$ cat src/rtl/dmem_pkg.sv
// Shared definitions for the data-memory responder: default widths,
// arbitration state encoding, request record and the parity helper.
// Optional build macro: DMEM_PARITY_EN (adds a stored parity bit per entry).
package dmem_pkg;

   localparam int unsigned AW_DEF = 8;
   localparam int unsigned DW_DEF = 8;
   localparam int unsigned PAR_W  = 64;

   typedef enum logic {
      ST_IDLE = 1'b0,
      ST_PEND = 1'b1
   } state_t;

   // Request record at the default configuration widths.
   typedef struct packed {
      logic              write;
      logic [AW_DEF-1:0] addr;
      logic [DW_DEF-1:0] wdata;
   } req_t;

   // Even parity bit: callers zero-extend, which leaves the parity unchanged.
   function automatic logic even_parity(input logic [PAR_W-1:0] d);
      return ^d;
   endfunction

endpackage

$ cat src/rtl/dmem_array.sv
// Single-port synchronous byte array with registered read and synchronous
// active-low clear. Read data and parity flag are zero on any cycle that
// was not a load, so the responder can route them without extra muxing.
// Optional build macro: DMEM_PARITY_EN (each entry carries an even-parity bit).
module dmem_array
   import dmem_pkg::*;
#(
   parameter int unsigned AW = AW_DEF,
   parameter int unsigned DW = DW_DEF
) (
   input  logic          clk,
   input  logic          reset,
   input  logic          en,
   input  logic          write,
   input  logic [AW-1:0] addr,
   input  logic [DW-1:0] wdata,
   output logic [DW-1:0] rdata,
   output logic          perr
);

   localparam int unsigned DEPTH = 2 ** AW;

`ifdef DMEM_PARITY_EN
   logic [DW:0] mem [DEPTH];

   // Clear, store with parity, or load with parity check.
   always_ff @(posedge clk) begin
      if (!reset) begin
         for (int unsigned i = 0; i < DEPTH; i++) begin
            mem[AW'(i)] <= '0;
         end
         rdata <= '0;
         perr  <= 1'b0;
      end else begin
         rdata <= '0;
         perr  <= 1'b0;
         if (en) begin
            if (write) begin
               mem[addr] <= {even_parity(PAR_W'(wdata)), wdata};
            end else begin
               rdata <= mem[addr][DW-1:0];
               perr  <= even_parity(PAR_W'(mem[addr][DW-1:0])) != mem[addr][DW];
            end
         end
      end
   end
`else
   logic [DW-1:0] mem [DEPTH];

   // Clear, store, or load.
   always_ff @(posedge clk) begin
      if (!reset) begin
         for (int unsigned i = 0; i < DEPTH; i++) begin
            mem[AW'(i)] <= '0;
         end
         rdata <= '0;
      end else begin
         rdata <= '0;
         if (en) begin
            if (write) begin
               mem[addr] <= wdata;
            end else begin
               rdata <= mem[addr];
            end
         end
      end
   end

   assign perr = 1'b0;
`endif

endmodule

$ cat src/rtl/dmem_responder.sv
// Two-lane data-memory responder. Same-cycle requests are serialised with
// lane 0 first; lane 1 waits one cycle in a pending buffer (state PEND)
// while both lanes are held off. Responses arrive one cycle after the
// access executes, and only one lane can respond in any given cycle.
// Optional build macro: DMEM_PARITY_EN (see dmem_array).
module dmem_responder
   import dmem_pkg::*;
#(
   parameter int unsigned AW = AW_DEF,
   parameter int unsigned DW = DW_DEF
) (
   input  logic          clk,
   input  logic          reset,
   input  logic          req_valid0,
   input  logic          req_write0,
   input  logic [AW-1:0] req_addr0,
   input  logic [DW-1:0] req_wdata0,
   output logic          req_ready0,
   input  logic          req_valid1,
   input  logic          req_write1,
   input  logic [AW-1:0] req_addr1,
   input  logic [DW-1:0] req_wdata1,
   output logic          req_ready1,
   output logic          rsp_valid0,
   output logic [DW-1:0] rsp_rdata0,
   output logic          rsp_valid1,
   output logic [DW-1:0] rsp_rdata1,
   output logic          rsp_perr0,
   output logic          rsp_perr1
);

   typedef struct packed {
      logic          write;
      logic [AW-1:0] addr;
      logic [DW-1:0] wdata;
   } pend_t;

   state_t        state;
   pend_t         pend;
   logic          acc_en;
   logic          acc_write;
   logic [AW-1:0] acc_addr;
   logic [DW-1:0] acc_wdata;
   logic [DW-1:0] arr_rdata;
   logic          arr_perr;

   assign req_ready0 = (state == ST_IDLE);
   assign req_ready1 = (state == ST_IDLE);

   // Select which request drives the array this cycle.
   always_comb begin
      acc_en    = 1'b0;
      acc_write = 1'b0;
      acc_addr  = '0;
      acc_wdata = '0;
      if (state == ST_PEND) begin
         acc_en    = 1'b1;
         acc_write = pend.write;
         acc_addr  = pend.addr;
         acc_wdata = pend.wdata;
      end else if (req_valid0) begin
         acc_en    = 1'b1;
         acc_write = req_write0;
         acc_addr  = req_addr0;
         acc_wdata = req_wdata0;
      end else if (req_valid1) begin
         acc_en    = 1'b1;
         acc_write = req_write1;
         acc_addr  = req_addr1;
         acc_wdata = req_wdata1;
      end
   end

   // Arbitration FSM, pending buffer and response-valid pulses.
   always_ff @(posedge clk) begin
      if (!reset) begin
         state      <= ST_IDLE;
         pend       <= '0;
         rsp_valid0 <= 1'b0;
         rsp_valid1 <= 1'b0;
      end else begin
         case (state)
            ST_IDLE: begin
               rsp_valid0 <= req_valid0;
               rsp_valid1 <= req_valid1 & ~req_valid0;
               if (req_valid0 && req_valid1) begin
                  pend  <= '{write: req_write1, addr: req_addr1, wdata: req_wdata1};
                  state <= ST_PEND;
               end
            end
            ST_PEND: begin
               rsp_valid0 <= 1'b0;
               rsp_valid1 <= 1'b1;
               state      <= ST_IDLE;
            end
            default: state <= ST_IDLE;
         endcase
      end
   end

   // The array output already reads zero after stores and idle cycles, and
   // only one lane is ever valid, so gating by valid routes it to its lane.
   always_comb begin
      rsp_rdata0 = rsp_valid0 ? arr_rdata : '0;
      rsp_rdata1 = rsp_valid1 ? arr_rdata : '0;
      rsp_perr0  = rsp_valid0 & arr_perr;
      rsp_perr1  = rsp_valid1 & arr_perr;
   end

   dmem_array #(
      .AW (AW),
      .DW (DW)
   ) u_array (
      .clk   (clk),
      .reset (reset),
      .en    (acc_en),
      .write (acc_write),
      .addr  (acc_addr),
      .wdata (acc_wdata),
      .rdata (arr_rdata),
      .perr  (arr_perr)
   );

endmodule
$ cat config.mk
export PLATFORM = sky130hd
export DESIGN_NAME = dmem_responder
export DESIGN_NICKNAME = d
export VERILOG_FILES = /design/src/rtl/dmem_pkg.sv /design/src/rtl/dmem_array.sv /design/src/rtl/dmem_responder.sv
export SDC_FILE = /design/constraint.sdc
export NUM_CORES = 2
export LEC_CHECK = 0
export ABC_AREA = 1
export BUFFER_PORTS_ARGS = -buffer_cell sky130_fd_sc_hd__buf_2
export CAP_MARGIN = 15
export CORE_MARGIN = 4
export CORE_UTILIZATION = 30
export DETAILED_ROUTE_END_ITERATION = 10
export GPL_ROUTABILITY_DRIVEN = 0
export SLEW_MARGIN = 10
export SYNTH_ARGS = -nofsm -noshare
export SYNTH_HDL_FRONTEND = slang
export SYNTH_SLANG_ARGS = --single-unit
$ cat constraint.sdc
create_clock -name clk -period 3.4 [get_ports clk]
set_input_delay 0.17 -clock clk [delete_from_list [all_inputs] [get_ports clk]]
set_output_delay 0.17 -clock clk [all_outputs]
set_load 0.005 [all_outputs]
==> impl_results.md <==
* Internal power at 43400 uW
* Worst rel slew slack at 26.2%
* Syn_area_per_cell at 8.61 sq um
* Remaining DRCs at 4
* Synth area leader: edfxtp_1
* Dominant synthesized flop cell: edfxtp_1
* Number of synthesized flops with an enable pin at 2048
* Number of synthesized register bits at 2076
* CP startpoint kind: flop
* # rows at 210
* Cell count after synthesis at 11449
* Start point of the critical path: state
* H-tree levels at 4
* HP Start: req_wdata0[0]
* Clock Path Buffers at 4
* Fmax achieved at 306 MHz
* Placed instance area at 109000 sq um
* Worst Hold Class: input port to flop
* Nets@finish at 11716
* Initial antenna violation count at 12
* Die area at 338000 sq um
* Die H at 581 um
* Design Area, Final at 116000 sq um
* Post-synth cell types at 28
* Area growth from synthesis to layout at 17.5%
* Fin crit share at 96.1%
* Cell area after synthesis at 98600 sq um
* Share of power burned in the clock network at 37.9%
* Post-Route WL at 313000 um
* Max Cap Viol at 0
* Sequential area share after synthesis at 62.9%
* GRT Util Overall at 17.8%
* Port bufs at 57
* Routed via count at 78348
* Cell area power density at 516 nW/um^2
* Yosys top cell area share at 62.4%
* Sw Share at 27.3%
* Layout cells sized above 1 at 9.40%
* Worst Tran Pin Value at 1.10 ns
* HPWL Detailed at 197000 um
* Initial Util at 30.1%
* Status: finished with violations
* Failing checks: DRC
* Final ANT Viol Nets at 0
* Post-synthesis mux area share at 0%
* CTS Sinks at 2076
* P_sw at 16300 uW
* Dominant cell by count in the synthesized netlist: nand2_1
* Grt total ovfl at 0
* Compound-Gate Fraction of Synth Area at 0.346%
* Synth Area in Adders at 0%
* Wirelength per Cell at 19.3 um
* Worst path arrival time at 3.81 ns
* Max VDD drop at 0.394 mV
* Grt met2 use at 28.7%
* TritonCTS clock tree: done
* Share of flip-flops with an asynchronous set or reset at 0%
* Fin cells at 16187
* Clk root buf: clkbuf_16
* Vias per cell at 4.84
* Final hold violations at 0
* Crit end category: flop
* First-pass GRT wire length at 466000 um
* Inst Count DP at 15757
* Number of synthesis warnings at 0
* Initial drt markers at 8659
* Xor/xnor cell area share of the yosys netlist at 0%
* Static Leak at 0.0499 uW
* Die Wd at 581 um
* Clk_lat worst skew at 0.92 ns
* Main combinational cell family by area after synthesis: simple AND/OR/NAND/NOR gates
* Busiest metal layer after global routing: met2
* Period minus WS final at 3.27 ns
* Reg power frac at 48.7%
* Largest net degree at the start of global routing at 107
* FILL cells at 33452
* Met1 Use GR at 24.2%
* Initial DRT Pass Iterations at 9
* R2r startpoint: state
* Power share of the combinational group at 13.4%
* Grt met3 use at 2.87%
* Clk pin slew, worst setup/hold paths at 0.06 ns
* Synth Area in Simple Gates at 33.3%
* Synth area leaders: edfxtp_1 (62%), nand2_1 (20%), nor2_1 (9.4%), nand3_1 (3.1%), clkbuf_1 (1.9%)
* Worst endpoint required time at 3.94 ns
* RSZ-0062 raised after global routing: no
* CP max FO at 19
* Worst-case clock skew at 0.0713 ns
* WS Path Type: flop to flop
* Max Transition Viols Final at 0
* Via count of the first global-routing pass at 74642
* Commonest cells in the netlist: nand2_1 (5340), nor2_1 (2469), edfxtp_1 (2048)
* Core Region at 327000 sq um
* Num CTS Buffers at 219
* Count of final setup violators at 0
* Io pins at 60
flip-flops by register name, summed over array words and instances, names as in the netlist:
signal and cells:
rsp_valid0 1, u_array.rdata 8, state 1, rsp_valid1 1, pend 17, u_array.mem 2048
cells by family after synthesis:
family | Yosys count
AO/OA/AOI/OAI | 59
AND/OR/NAND/NOR | 8483
buffers and inverters | 830
flip-flops | 2076
other | 1
layout by cell type, fill, tap and decap left out, types with 6 or more instances in the layout:
cell | netlist | routed
buf_2 | 160 | 56
bufinv_16 | 0 | 9
clkinv_1 | 2 | 47
nor3_2 | 10 | 9
a22oi_1 | 8 | 8
dfxtp_1 | 28 | 28
nand3_1 | 615 | 615
clkbuf_1 | 507 | 68
a21oi_1 | 15 | 7
buf_12 | 0 | 181
inv_2 | 17 | 16
nand2_2 | 28 | 28
nor3_4 | 1 | 9
clkinv_2 | 0 | 26
nor2_4 | 4 | 15
diode_2 | 0 | 6
o21ai_0 | 27 | 27
nor2_2 | 6 | 13
dlygate4sd3_1 | 0 | 46
inv_1 | 33 | 31
nand2_1 | 5340 | 5338
buf_4 | 19 | 501
a21oi_4 | 0 | 8
edfxtp_1 | 2048 | 2048
clkbuf_16 | 0 | 220
nor2_1 | 2469 | 2451
cell type report:
type	instances	area, sq um	area share, %
Clock buffer	288	5760	4.97
Antenna cell	6	15.0	0.0130
Multi-Input combinational cell	8544	33500	28.9
Tap cell	4346	5440	4.69
Inverter	52	210	0.181
Clock inverter	90	723	0.624
Timing Repair Buffer	785	8140	7.03
Sequential cell	2076	62100	53.6
worst paths after layout:
| path | end | slack (ns) | cells past startpoint |
|---|---|---|---|
| max | u_array.mem[210][2] | 0.13 | 11 |
| min reg2reg | u_array.mem[34][5] | 0.70 | 2 |
| min | u_array.mem[34][0] | 0.07 | 6 |
| max reg2reg | u_array.mem[210][2] | 0.13 | 11 |
power by group through the flow:
stage | clock network [uW] | registers (uW) | logic, uW
2_1_floorplan | 0 | 29500 | 4300
3_3_place_gp | 0 | 29600 | 7830
3_5_place_dp | 0 | 29600 | 7830
4_1_cts | 22900 | 29100 | 7900
5_1_grt | 24000 | 29200 | 8590
6_report | 22600 | 29100 | 8000
worst max-delay path, stage by stage, from the launching register on:
cell,delay [ns]
dfxtp_1,0.36
buf_4,0.19
buf_4,0.33
a21oi_1,0.07
nand2_1,0.08
o21ai_0,0.29
nor2_1,0.26
inv_2,0.20
nor2_2,0.28
buf_4,0.34
nand2_1,0.18
nand2_1,0.32
stage by stage:
step	worst slack, ns	total power, uW	hold slack [ns]	setup TNS [ns]	utilization [%]
3_3_place_gp	-0.0922	37400	0.416	-0.504	33.2
6_report	0.134	59700	0.0681	0	35.4
3_5_place_dp	-0.0635	37500	0.422	-0.166	33.2
2_1_floorplan	0.736	33800	0.305	0	-
4_1_cts	0.0255	59900	0.0277	0	35.4
5_1_grt	0.00731	61700	0.103	0	35.4
layer usage:
metal	up-vias	wire, um
met5	-	27
met4	4	12500
met3	588	25600
met2	3167	144000
met1	37476	130000
li1	37113	-
what timing repair did:
item | in CTS | in global routing
endpoints found under the hold margin | 93 | 0
resized for setup | 6 | 13
endpoints found under the setup margin | 9 | 45
buffers inserted | 0 | 0
hold buffers | 46 | 0
Note: power is estimated with default switching activity, not from simulation.
